File: src/rtl/regfile_wb_arbiter_pkg.sv
// Shared types and constants for the register-file writeback arbiter.
// A wb_entry is one queued long-unit result; 'live' clears when a younger ALU write supersedes it.
package regfile_pkg;

    localparam int REG_ADDR_W = 5;
    localparam int REG_DATA_W = 32;
    localparam int NUM_REGS   = 32;
    localparam logic [REG_ADDR_W-1:0] ZERO_REG = 5'd0;

    typedef struct packed {
        logic                  live;
        logic [REG_ADDR_W-1:0] addr;
        logic [REG_DATA_W-1:0] data;
    } wb_entry;

    // One-hot register mask; $0 never appears in a mask.
    function automatic logic [NUM_REGS-1:0] addr_onehot(input logic [REG_ADDR_W-1:0] a);
        logic [NUM_REGS-1:0] v;
        v = 32'd1 << a;
        if (a == ZERO_REG) begin
            v = 32'd0;
        end else begin
            v = v;
        end
        return v;
    endfunction

endpackage

File: src/rtl/regfile_wb_arbiter_if.sv
// Producer-facing and register-file-facing signals of the writeback arbiter.
// The arbiter uses the slave modport; the producers/register file side uses master.
interface regfile_wb_arbiter_if
    import regfile_pkg::*;
#(
    parameter int DEPTH = 4
) ();

    logic                    alu_valid;
    logic                    alu_ready;
    logic [REG_ADDR_W-1:0]   alu_addr;
    logic [REG_DATA_W-1:0]   alu_data;

    logic                    lng_valid;
    logic                    lng_ready;
    logic [REG_ADDR_W-1:0]   lng_addr;
    logic [REG_DATA_W-1:0]   lng_data;

    logic                    RegWrite;
    logic [REG_ADDR_W-1:0]   WriteAddr;
    logic [REG_DATA_W-1:0]   WriteData;
    logic [NUM_REGS-1:0]     pending;
    logic [$clog2(DEPTH):0]  fifo_count;

    modport slave (
        input  alu_valid, alu_addr, alu_data,
        input  lng_valid, lng_addr, lng_data,
        output alu_ready, lng_ready,
        output RegWrite, WriteAddr, WriteData, pending, fifo_count
    );

    modport master (
        output alu_valid, alu_addr, alu_data,
        output lng_valid, lng_addr, lng_data,
        input  alu_ready, lng_ready,
        input  RegWrite, WriteAddr, WriteData, pending, fifo_count
    );

endinterface

File: src/rtl/regfile_wb_arbiter_wb_fifo.sv
// Circular buffer for long-unit results with kill-by-address and a live-destination mask.
// Pointers carry one extra bit so full and empty are distinguishable.
module wb_fifo
    import regfile_pkg::*;
#(
    parameter int DEPTH = 4
) (
    input  logic                    clk,
    input  logic                    reset,
    input  logic                    i_push,
    input  wb_entry                 i_push_entry,
    input  logic                    i_pop,
    input  logic                    i_kill,
    input  logic [REG_ADDR_W-1:0]   i_kill_addr,
    output wb_entry                 o_head,
    output logic                    o_full,
    output logic                    o_empty,
    output logic [$clog2(DEPTH):0]  o_count,
    output logic [NUM_REGS-1:0]     o_live_mask
);

    localparam int PTR_W = $clog2(DEPTH);
    localparam logic [PTR_W:0] FULL_COUNT = (PTR_W + 1)'(DEPTH);

    logic [PTR_W:0]   r_wr_ptr;
    logic [PTR_W:0]   r_rd_ptr;
    wb_entry          r_mem [DEPTH];

    logic [PTR_W-1:0] w_wr_idx;
    logic [PTR_W-1:0] w_rd_idx;
    logic [PTR_W:0]   w_count;
    logic             w_do_push;
    logic             w_do_pop;

    assign w_wr_idx  = r_wr_ptr[PTR_W-1:0];
    assign w_rd_idx  = r_rd_ptr[PTR_W-1:0];
    assign w_count   = r_wr_ptr - r_rd_ptr;
    assign o_full    = (w_count == FULL_COUNT);
    assign o_empty   = (w_count == {(PTR_W + 1){1'b0}});
    assign o_count   = w_count;
    assign o_head    = r_mem[w_rd_idx];
    assign w_do_push = i_push && !o_full;
    assign w_do_pop  = i_pop && !o_empty;

    // Storage and pointers; freed slots drop their live bit so the mask only sees queued entries.
    always_ff @(posedge clk) begin
        if (reset) begin
            r_wr_ptr <= '0;
            r_rd_ptr <= '0;
            for (int i = 0; i < DEPTH; i++) begin
                r_mem[i] <= '0;
            end
        end else begin
            for (int i = 0; i < DEPTH; i++) begin
                if (i_kill && r_mem[i].live && (r_mem[i].addr == i_kill_addr)) begin
                    r_mem[i].live <= 1'b0;
                end
            end
            if (w_do_pop) begin
                r_mem[w_rd_idx].live <= 1'b0;
                r_rd_ptr             <= r_rd_ptr + 1'b1;
            end
            if (w_do_push) begin
                r_mem[w_wr_idx] <= i_push_entry;
                r_wr_ptr        <= r_wr_ptr + 1'b1;
            end
        end
    end

    // Destination mask of entries still owed a register-file write.
    always_comb begin
        o_live_mask = '0;
        for (int i = 0; i < DEPTH; i++) begin
            if (r_mem[i].live) begin
                o_live_mask = o_live_mask | addr_onehot(r_mem[i].addr);
            end else begin
                o_live_mask = o_live_mask;
            end
        end
    end

endmodule

File: src/rtl/regfile_wb_arbiter.sv
// Single-port register-file writeback arbiter: ALU results take priority, long-unit results
// queue in wb_fifo, with a starvation guard that back-pressures the ALU to drain the queue.
module regfile_wb_arbiter
    import regfile_pkg::*;
#(
    parameter int DEPTH        = 4,
    parameter int STARVE_LIMIT = 8
) (
    input  logic                 clk,
    input  logic                 reset,
    regfile_wb_arbiter_if.slave  bus
);

    localparam int CNT_W = $clog2(STARVE_LIMIT + 1);
    localparam logic [CNT_W-1:0] STARVE_VAL = CNT_W'(STARVE_LIMIT);

    logic [CNT_W-1:0]       r_starve_cnt;
    logic                   r_reg_write;
    logic [REG_ADDR_W-1:0]  r_write_addr;
    logic [REG_DATA_W-1:0]  r_write_data;

    logic                   w_alu_ready;
    logic                   w_alu_acc;
    logic                   w_alu_wr;
    logic                   w_lng_ready;
    logic                   w_lng_acc;
    logic                   w_conflict;
    logic                   w_push;
    logic                   w_pop;
    wb_entry                w_push_entry;
    wb_entry                w_head;
    logic                   w_full;
    logic                   w_empty;
    logic [$clog2(DEPTH):0] w_count;
    logic [NUM_REGS-1:0]    w_live_mask;

    assign w_alu_ready = (r_starve_cnt != STARVE_VAL);
    assign w_alu_acc   = bus.alu_valid && w_alu_ready;
    assign w_alu_wr    = w_alu_acc && (bus.alu_addr != ZERO_REG);
    assign w_lng_ready = !w_full;
    assign w_lng_acc   = bus.lng_valid && w_lng_ready;
    // A long result colliding with this cycle's ALU write is older, so it is already stale.
    assign w_conflict  = w_alu_wr && (bus.lng_addr == bus.alu_addr);
    assign w_push      = w_lng_acc && (bus.lng_addr != ZERO_REG) && !w_conflict;
    assign w_pop       = !w_alu_wr && !w_empty;

    assign w_push_entry.live = 1'b1;
    assign w_push_entry.addr = bus.lng_addr;
    assign w_push_entry.data = bus.lng_data;

    wb_fifo #(
        .DEPTH (DEPTH)
    ) u_fifo (
        .clk          (clk),
        .reset        (reset),
        .i_push       (w_push),
        .i_push_entry (w_push_entry),
        .i_pop        (w_pop),
        .i_kill       (w_alu_wr),
        .i_kill_addr  (bus.alu_addr),
        .o_head       (w_head),
        .o_full       (w_full),
        .o_empty      (w_empty),
        .o_count      (w_count),
        .o_live_mask  (w_live_mask)
    );

    // Starvation counter: counts cycles the queued head loses to the ALU.
    always_ff @(posedge clk) begin
        if (reset) begin
            r_starve_cnt <= '0;
        end else if (w_empty || w_pop) begin
            r_starve_cnt <= '0;
        end else if (w_alu_wr) begin
            r_starve_cnt <= r_starve_cnt + 1'b1;
        end else begin
            r_starve_cnt <= r_starve_cnt;
        end
    end

    // Register-file write port; address/data hold when nothing is written.
    always_ff @(posedge clk) begin
        if (reset) begin
            r_reg_write  <= 1'b0;
            r_write_addr <= ZERO_REG;
            r_write_data <= 32'd0;
        end else if (w_alu_wr) begin
            r_reg_write  <= 1'b1;
            r_write_addr <= bus.alu_addr;
            r_write_data <= bus.alu_data;
        end else if (w_pop && w_head.live) begin
            r_reg_write  <= 1'b1;
            r_write_addr <= w_head.addr;
            r_write_data <= w_head.data;
        end else begin
            r_reg_write  <= 1'b0;
            r_write_addr <= r_write_addr;
            r_write_data <= r_write_data;
        end
    end

    assign bus.alu_ready  = w_alu_ready;
    assign bus.lng_ready  = w_lng_ready;
    assign bus.RegWrite   = r_reg_write;
    assign bus.WriteAddr  = r_write_addr;
    assign bus.WriteData  = r_write_data;
    assign bus.pending    = w_live_mask;
    assign bus.fifo_count = w_count;

endmodule

File: src/flat_wrapper.sv
// flat-port wrapper written by rule: the top's interface ports become plain ports
module regfile_wb_arbiter_flat import regfile_pkg::*;
#(
    parameter int DEPTH        = 4,
    parameter int STARVE_LIMIT = 8
)
  (clk, reset, bus_alu_valid, bus_alu_addr, bus_alu_data, bus_lng_valid, bus_lng_addr, bus_lng_data, bus_alu_ready, bus_lng_ready, bus_RegWrite, bus_WriteAddr, bus_WriteData, bus_pending, bus_fifo_count);
  regfile_wb_arbiter_if #(.DEPTH(DEPTH)) bus_i ();
  input  logic clk;
  input  logic reset;
  input wire logic [$bits(bus_i.alu_valid)-1:0] bus_alu_valid;
  input wire logic [$bits(bus_i.alu_addr)-1:0] bus_alu_addr;
  input wire logic [$bits(bus_i.alu_data)-1:0] bus_alu_data;
  input wire logic [$bits(bus_i.lng_valid)-1:0] bus_lng_valid;
  input wire logic [$bits(bus_i.lng_addr)-1:0] bus_lng_addr;
  input wire logic [$bits(bus_i.lng_data)-1:0] bus_lng_data;
  output wire logic [$bits(bus_i.alu_ready)-1:0] bus_alu_ready;
  output wire logic [$bits(bus_i.lng_ready)-1:0] bus_lng_ready;
  output wire logic [$bits(bus_i.RegWrite)-1:0] bus_RegWrite;
  output wire logic [$bits(bus_i.WriteAddr)-1:0] bus_WriteAddr;
  output wire logic [$bits(bus_i.WriteData)-1:0] bus_WriteData;
  output wire logic [$bits(bus_i.pending)-1:0] bus_pending;
  output wire logic [$bits(bus_i.fifo_count)-1:0] bus_fifo_count;
  assign bus_i.alu_valid = bus_alu_valid;
  assign bus_i.alu_addr = bus_alu_addr;
  assign bus_i.alu_data = bus_alu_data;
  assign bus_i.lng_valid = bus_lng_valid;
  assign bus_i.lng_addr = bus_lng_addr;
  assign bus_i.lng_data = bus_lng_data;
  assign bus_alu_ready = bus_i.alu_ready;
  assign bus_lng_ready = bus_i.lng_ready;
  assign bus_RegWrite = bus_i.RegWrite;
  assign bus_WriteAddr = bus_i.WriteAddr;
  assign bus_WriteData = bus_i.WriteData;
  assign bus_pending = bus_i.pending;
  assign bus_fifo_count = bus_i.fifo_count;
  regfile_wb_arbiter #(.DEPTH(DEPTH), .STARVE_LIMIT(STARVE_LIMIT)) u_core (.clk(clk), .reset(reset), .bus(bus_i));
endmodule
File: config.mk
export PLATFORM = sky130hd
export DESIGN_NAME = regfile_wb_arbiter_flat
export DESIGN_NICKNAME = d
export VERILOG_FILES = /design/src/rtl/regfile_wb_arbiter_pkg.sv /design/src/rtl/regfile_wb_arbiter_if.sv /design/src/rtl/regfile_wb_arbiter_wb_fifo.sv /design/src/rtl/regfile_wb_arbiter.sv /design/src/flat_wrapper.sv
export SDC_FILE = /design/constraint.sdc
export NUM_CORES = 1
export LEC_CHECK = 0
export ABC_AREA = 1
export CAP_MARGIN = 20
export CORE_ASPECT_RATIO = 0.5
export CORE_MARGIN = 1
export CORE_UTILIZATION = 40
export DETAILED_ROUTE_END_ITERATION = 8
export HOLD_SLACK_MARGIN = 0.02
export SETUP_SLACK_MARGIN = 0.1
export SYNTH_ARGS = -nofsm -noshare
export SYNTH_HDL_FRONTEND = slang
export SYNTH_HIERARCHICAL = 1
export SYNTH_SLANG_ARGS = --single-unit
File: constraint.sdc
create_clock -name clk -period 7.6 [get_ports clk]
set_input_delay 1.14 -clock clk [delete_from_list [all_inputs] [get_ports clk]]
set_output_delay 1.14 -clock clk [all_outputs]
set_load 0.01 [all_outputs]
==> out/metrics.yaml, run 1 <==
grt:
  grt_antenna_before_repair: 0
  grt.total_usage_pct: 24.8
  grt_pass1_vias: 9696
  grt_max_degree: 83
  grt-ovfl-total: 0
  grt_pass1_wl_mm: 54.6
detailed_routing:
  vias: 10247
  drt_iter0_drc: 1010
  drtAntennaViolNets: 0
  route.met3.wl_mm: 3.08
  drt-pass1-iter-count: 6
  vias_per_cell: 5.53
  route.met2.wl_mm: 17.0
  wl_per_cell_um: 19.6
  highest_layer: "met4"
  drc_errors: 0
  wirelength_mm: 36.4
  drt-met1-wl_mm: 15.4
sta:
  hold_viol: 0
  post-route-min-period_ns: 4.38
  fin_ws_ns: 3.22
  min_period_over_period_pct: 57.7
  finalSetupViolations: 0
  slew_violations: 0
  fin_tns_setup_ns: 0
  slew_headroom_pct: 27.7
  tightest_slew_ns: 1.08
  skew_ns: 0.0216
  max_freq_mhz: 228
  rsz0062_at_grt: "no"
critical_path:
  crit_buf_inv: 3
  ff2ff_setup_slack_ns: 3.69
  arrival_ns: 4.50
  crit_type: "primary input to flop"
  critPathLaunchType: "primary input"
  slowest_delay_ns: 0.74
  path_common_cell: "nand2_4"
  cp.required_ns: 7.71
  cp_max_fo: 40
  crit_slowest_cell: "nand2_2"
  crit_path_end_kind: "flop"
  critPathTopFamily: "simple AND/OR/NAND/NOR gates"
  path_cells: "clkdlybuf4s50_1 -> nor2_2 -> nand3_4 -> nand2_4 -> inv_2 -> a21oi_1 -> nand2_4 -> nor2_4 -> nand2_1 -> buf_4 -> nand2_2"
die:
  initial_core_util_pct: 41.4
  ios: 153
  die-area_sq_um: 28600
  core_area_sq_um: 26900
  rows: 42
  die_h_um: 120
  die_w_um: 238
finish:
  stdcell_count: 1854
  regArea_sq_um: 5570
  area_growth_pct: 20.9
  fillers: 2614
  diodes: 0
  drive_above_1_share_pct: 6.96
  multi_input_comb_area_sq_um: 4610
  num-nets-final: 1556
  design_area_sq_um: 13500
synthesis:
  yosys_warnings: 6
  yosysMostFrequentCell: "nor2_1"
  ys_top_cells_by_count: "nor2_1 (262), nand2_1 (212), edfxtp_1 (152), inv_1 (138), nand3_1 (121)"
  synth_seq_cells: 202
  async_reset_ff_share_pct: 0
  synth_nets: 1455
  synth_cell_types: 41
  synthFlopType: "edfxtp_1"
  ys_seq_area_share_pct: 49.9
  netlist_instances: 1365
  synth_area_sq_um: 11200
  yosysTopAreaCellShare_pct: 40.9
  avgSynthCellArea_sq_um: 8.17
  synth_edf_count: 152
  post-synth-top-area-cell: "edfxtp_1"
  synthTopCellsByArea: "edfxtp_1 (41%), dfxtp_1 (9.0%), nor2_1 (8.8%)"
power:
  comb_power_share_pct: 41.1
  netSwitchingPower_mw: 1.76
  p_seq_share_pct: 35.7
  p_leak_nw: 5.44
  internal-power_mw: 2.56
  p_total_mw: 4.32
  clockPowerShare_pct: 23.2
  power_density_nw_per_um2: 320
  switching_share_pct: 40.8
  peakVddDrop_mv: 0.243
clock_tree:
  post-cts-setup-buffer-count: 0
  clock_path_buffers: 3
  cts_buffers: 20
  ctsHoldBuffers: 0
  cts_tree: "yes"
  cts.clk_slew.worst_paths_ns: 0.07
  cts_resized: 0
  root_buffer: "clkbuf_16"
  clkSinkCount: 202
  clock_latency_ns: 0.50
  h-tree-depth: 1
placement:
  dp_hpwl_mm: 23.9
  post-place-ws_ns: 2.68
  globalplace.congestion: 0.909
  port_buffers: 151
  dp_cells: 1818
  placed_cell_area_sq_um: 12800
run_status:
  status: "finished, final reports clean"
hold_path:
  hp-class: "flop to flop"
job:
  maxCapViolCount: 0
## stage by stage
step | hold slack (ns) | util, %
final | 0.461 | 50.1
after global routing | 0.495 | 50.1
after CTS | 0.465 | 50.1
after detailed placement | 0.450 | 47.6
after global placement | 0.438 | 47.6
after floorplan | 0.430 | -
## cell type report
| class | instances | area share, % |
|---|---|---|
| sequential | 202 | 41.3 |
| multi-input combinational | 929 | 34.2 |
| timing repair buffer | 165 | 12.0 |
| tap | 374 | 3.47 |
| inverter | 148 | 4.12 |
| clock inverter | 16 | 1.22 |
| clock buffer | 20 | 3.71 |
## path summary, 6_finish.rpt
path / startpoint / to / depth (start not counted)
setup / recovery: bus_alu_addr[3] / u_core/u_fifo/r_mem[0][26] / 11
hold / removal: u_core/r_starve_cnt[0] / u_core/r_starve_cnt[0] / 1
setup reg to reg: u_core/u_fifo/r_wr_ptr[0] / u_core/u_fifo/r_mem[0][26] / 17
hold reg to reg: u_core/r_starve_cnt[0] / u_core/r_starve_cnt[0] / 1
## per-layer routing
layer | global-route usage, % | vias to the layer above
met2 | 42.0 | 503
met5 | 0 | -
met1 | 33.4 | 4904
met3 | 3.08 | 73
li1 | - | 4767
met4 | 7.25 | 0
## cells in the final DEF (no fill, tap or decap), types with 6 or more instances in the layout
cell,n
a21oi_1,68
buf_4,14
clkbuf_16,20
clkdlybuf4s50_1,150
clkinv_1,13
dfxtp_1,49
edfxtp_1,152
ha_1,11
inv_1,137
nand2_1,209
nand3_1,121
nand3_2,19
nand4_1,18
nor2_1,262
nor2_2,12
nor2_4,13
nor3_1,16
o2111ai_1,16
o211ai_1,6
o21ai_0,84
o22ai_1,36
## state kept, by name, summed over array words and instances, names as in the netlist, named ones only
register and flops:
u_core/bus.WriteData 32, u_core/u_fifo/r_rd_ptr 3, u_core/r_starve_cnt 4, u_core/u_fifo/r_mem 152
u_core/bus.RegWrite 1, u_core/u_fifo/r_wr_ptr 3, u_core/bus.WriteAddr 5
## cells by family (layout without fill, tap and decap cells)
| family | count (synthesis) | count (layout) | synth area share [%] |
|---|---|---|---|
| xor+xnor | 10 | 10 | 0.785 |
| other cells | 2 | 2 | 0.0674 |
| flops | 202 | 202 | 49.9 |
| fa+ha+maj | 12 | 12 | 1.41 |
| compound gates | 221 | 221 | 11.3 |
| buf+inv | 234 | 349 | 8.81 |
| simple gates | 684 | 684 | 27.8 |
## power groups by stage
stage / clock network [mW] / logic (mW) / registers (mW)
after floorplan: 0 / 1.16 / 1.52
after global placement: 0 / 1.73 / 1.56
after detailed placement: 0 / 1.76 / 1.56
after CTS: 1.02 / 1.76 / 1.54
after global routing: 1.06 / 1.94 / 1.56
final: 1.00 / 1.77 / 1.54
No activity file was read; power rests on OpenSTA's default activity.
==> inputs of run 2 (changes only) <==
==> constraint.sdc (replaced) <==
create_clock -name clk -period 3.7 [get_ports clk]
set_input_delay 0.555 -clock clk [delete_from_list [all_inputs] [get_ports clk]]
set_output_delay 0.555 -clock clk [all_outputs]
set_load 0.01 [all_outputs]
==> out/metrics.yaml, run 2 (synthesis gave the netlist of run 1 again) <==
run_status:
  status: "finished, final reports clean"
critical_path:
  cp_max_fo: 9  # -78%
  regToRegEndpoint: "u_core/u_fifo/r_mem[1][5]"
  critPathTopFamily: "buffers and inverters"
  path_depth: 6  # -5
  crit_path_end_kind: "output pin"
  critPathLaunchType: "flop"
  arrival_ns: 2.85  # -1.65 ns
  slowest_delay_ns: 0.63  # -0.11 ns
  cp.required_ns: 3.14  # -4.57 ns
  ff2ff_setup_slack_ns: 0.56  # -3.13 ns
  cp-startpoint: "u_core/u_fifo/r_mem[3][36]"
  path_cells: "inv_1 -> nand2_1 -> inv_1 -> nand2_1 -> o311ai_0 -> clkdlybuf4s50_1"
  crit_buf_inv: 3  # unchanged
  r2r_cells: 15  # -2
  crit_slowest_cell: "clkdlybuf4s50_1"
  crit_type: "flop to output pin"
  regToRegStartpoint: "u_core/u_fifo/r_wr_ptr[0]"
clock_tree:
  h-tree-depth: 1  # unchanged
  post-cts-setup-buffer-count: 0  # unchanged
  ctsHoldBuffers: 0  # unchanged
  cts_tree: "yes"
  cts.clk_slew.worst_paths_ns: 0.06  # about the same
  root_buffer: "clkbuf_16"
  cts_resized: 0  # unchanged
  clkSinkCount: 202  # unchanged
  cts_buffers: 20  # unchanged
  clock_path_buffers: 3  # unchanged
  clock_latency_ns: 0.50  # about the same
sta:
  rsz0062_at_grt: "no"
  hold_ws_ns: 0.464  # +0.00316 ns
  slew_headroom_pct: 34.4  # +6.7 points
  slew_violations: 0  # unchanged
  tightest_slew_ns: 0.984  # -0.0960 ns
  hold_viol: 0  # unchanged
  finalSetupViolations: 0  # unchanged
  skew_ns: 0.0180  # -0.00359 ns
  fin_tns_setup_ns: 0  # unchanged
  post-route-min-period_ns: 3.41
  fin_ws_ns: 0.293  # -2.92 ns
  max_freq_mhz: 293
  min_period_over_period_pct: 92.1
placement:
  dp_hpwl_mm: 23.9  # +0.13%
  post-place-ws_ns: 0.573  # -2.11 ns
  placed_cell_area_sq_um: 13000  # +1.2%
  port_buffers: 151  # unchanged
  globalplace.congestion: 0.964  # +6.1%
  dp_cells: 1834  # +0.88%
die:
  die_h_um: 120  # unchanged
  die_w_um: 238  # unchanged
  rows: 42  # unchanged
  die-area_sq_um: 28600  # unchanged
  initial_core_util_pct: 41.4  # unchanged
  core_area_sq_um: 26900  # unchanged
  ios: 153  # unchanged
finish:
  drive_above_1_share_pct: 7.75  # +0.79 points
  final_cell_mix: "nor2_1 (262), nand2_1 (209), edfxtp_1 (152)"
  stdcell_count: 1870  # +0.86%
  largest_reg_flops: 152  # unchanged
  max_flop_register: "u_core/u_fifo/r_mem"
  diodes: 0  # unchanged
  design_area_sq_um: 13600  # +0.60%
  area_growth_pct: 21.6
  final_common_cell: "nor2_1"
  num-nets-final: 1572  # +1.0%
  final_util_pct: 50.4  # +0.30 points
power:
  power_density_nw_per_um2: 647  # +100%
  peakVddDrop_mv: 0.314  # +29%
  p_leak_nw: 5.50  # +1.1%
  p_total_mw: 8.77  # +100%
detailed_routing:
  drt_iter0_drc: 917  # -9.2%
  drc_errors: 0  # unchanged
  drt-pass1-iter-count: 5  # -1
  drtAntennaViolNets: 0  # unchanged
  vias: 10239  # -0.078%
  wl_per_cell_um: 19.4  # -0.88%
  wirelength_mm: 36.4  # about the same
  vias_per_cell: 5.48  # -0.93%
hold_path:
  holdPathEnd: "u_core/r_starve_cnt[0]"
  hp-class: "flop to flop"
  hp-start: "u_core/r_starve_cnt[0]"
  hold_depth: 1  # unchanged
grt:
  grt_antenna_before_repair: 0  # unchanged
  grt_max_degree: 76  # -8.4%
  grt.total_usage_pct: 25.3  # +0.47 points
  grt_pass1_wl_mm: 56.1  # +2.6%
  busiest_layer: "met2"
  use_met1_pct: 35.0  # +1.6 points
  grt-ovfl-total: 0  # unchanged
  gr-usage-met3_pct: 3.31  # +0.23 points
  groute.layer.met2.usage_pct: 41.9  # -0.073 points
  grt_pass1_vias: 9716  # +0.21%
job:
  maxCapViolCount: 0  # unchanged
[run 2: cell types whose count changed in the layout (fill, tap and decap cells not counted), sizes merged]
| cell | change |
|---|---|
| bufinv | -3 |
| clkbuf | +6 |
| clkinvlp | -2 |
| clkinv | -1 |
| buf | +16 |
[run 2: how the worst max path moves through the flow]
stage / endpoint / slack, ns
after floorplan: u_core/u_fifo/r_mem[0][0] / 0.14
after global placement: u_core/u_fifo/r_mem[1][9] / 0.64
after detailed placement: u_core/u_fifo/r_mem[1][9] / 0.57
after CTS: bus_pending[13] / 0.35
after global routing: bus_pending[6] / 0.24
final: bus_pending[13] / 0.29
[run 2: layout make-up]
class,count,area (sq um)
clock inverters,10,55.1
multi-input cells,929,4610
clock buffers,26,533
well taps,374,468
inverters,148,556
fillers,2574,13300
flip-flops and latches,202,5570
repair buffers,181,1770
[run 2: power breakdown]
group / leakage, nW / switching, mW / total (mW) / internal (mW)
logic: 3.22 / 2.52 / 3.75 / 1.23
registers: 2.00 / 0.253 / 3.15 / 2.90
clock network: 0.290 / 0.849 / 1.87 / 1.02
[run 2: worst reg2reg max path: cells and delay by family, from the launching register on]
family | cells | cell delay, ns
buf+inv | 6 | 0.87
compound gates | 2 | 0.49
simple gates | 5 | 0.36
flops | 1 | 0.38
fa+ha+maj | 2 | 0.63
[run 2: routing by layer]
| layer | part of all wire (%) | vias to the layer above |
|---|---|---|
| met1 | 45 | 4944 |
| li1 | - | 4797 |
| met3 | 6.7 | 54 |
| met2 | 46 | 444 |
| met4 | 2.1 | 0 |
| met5 | 0 | - |
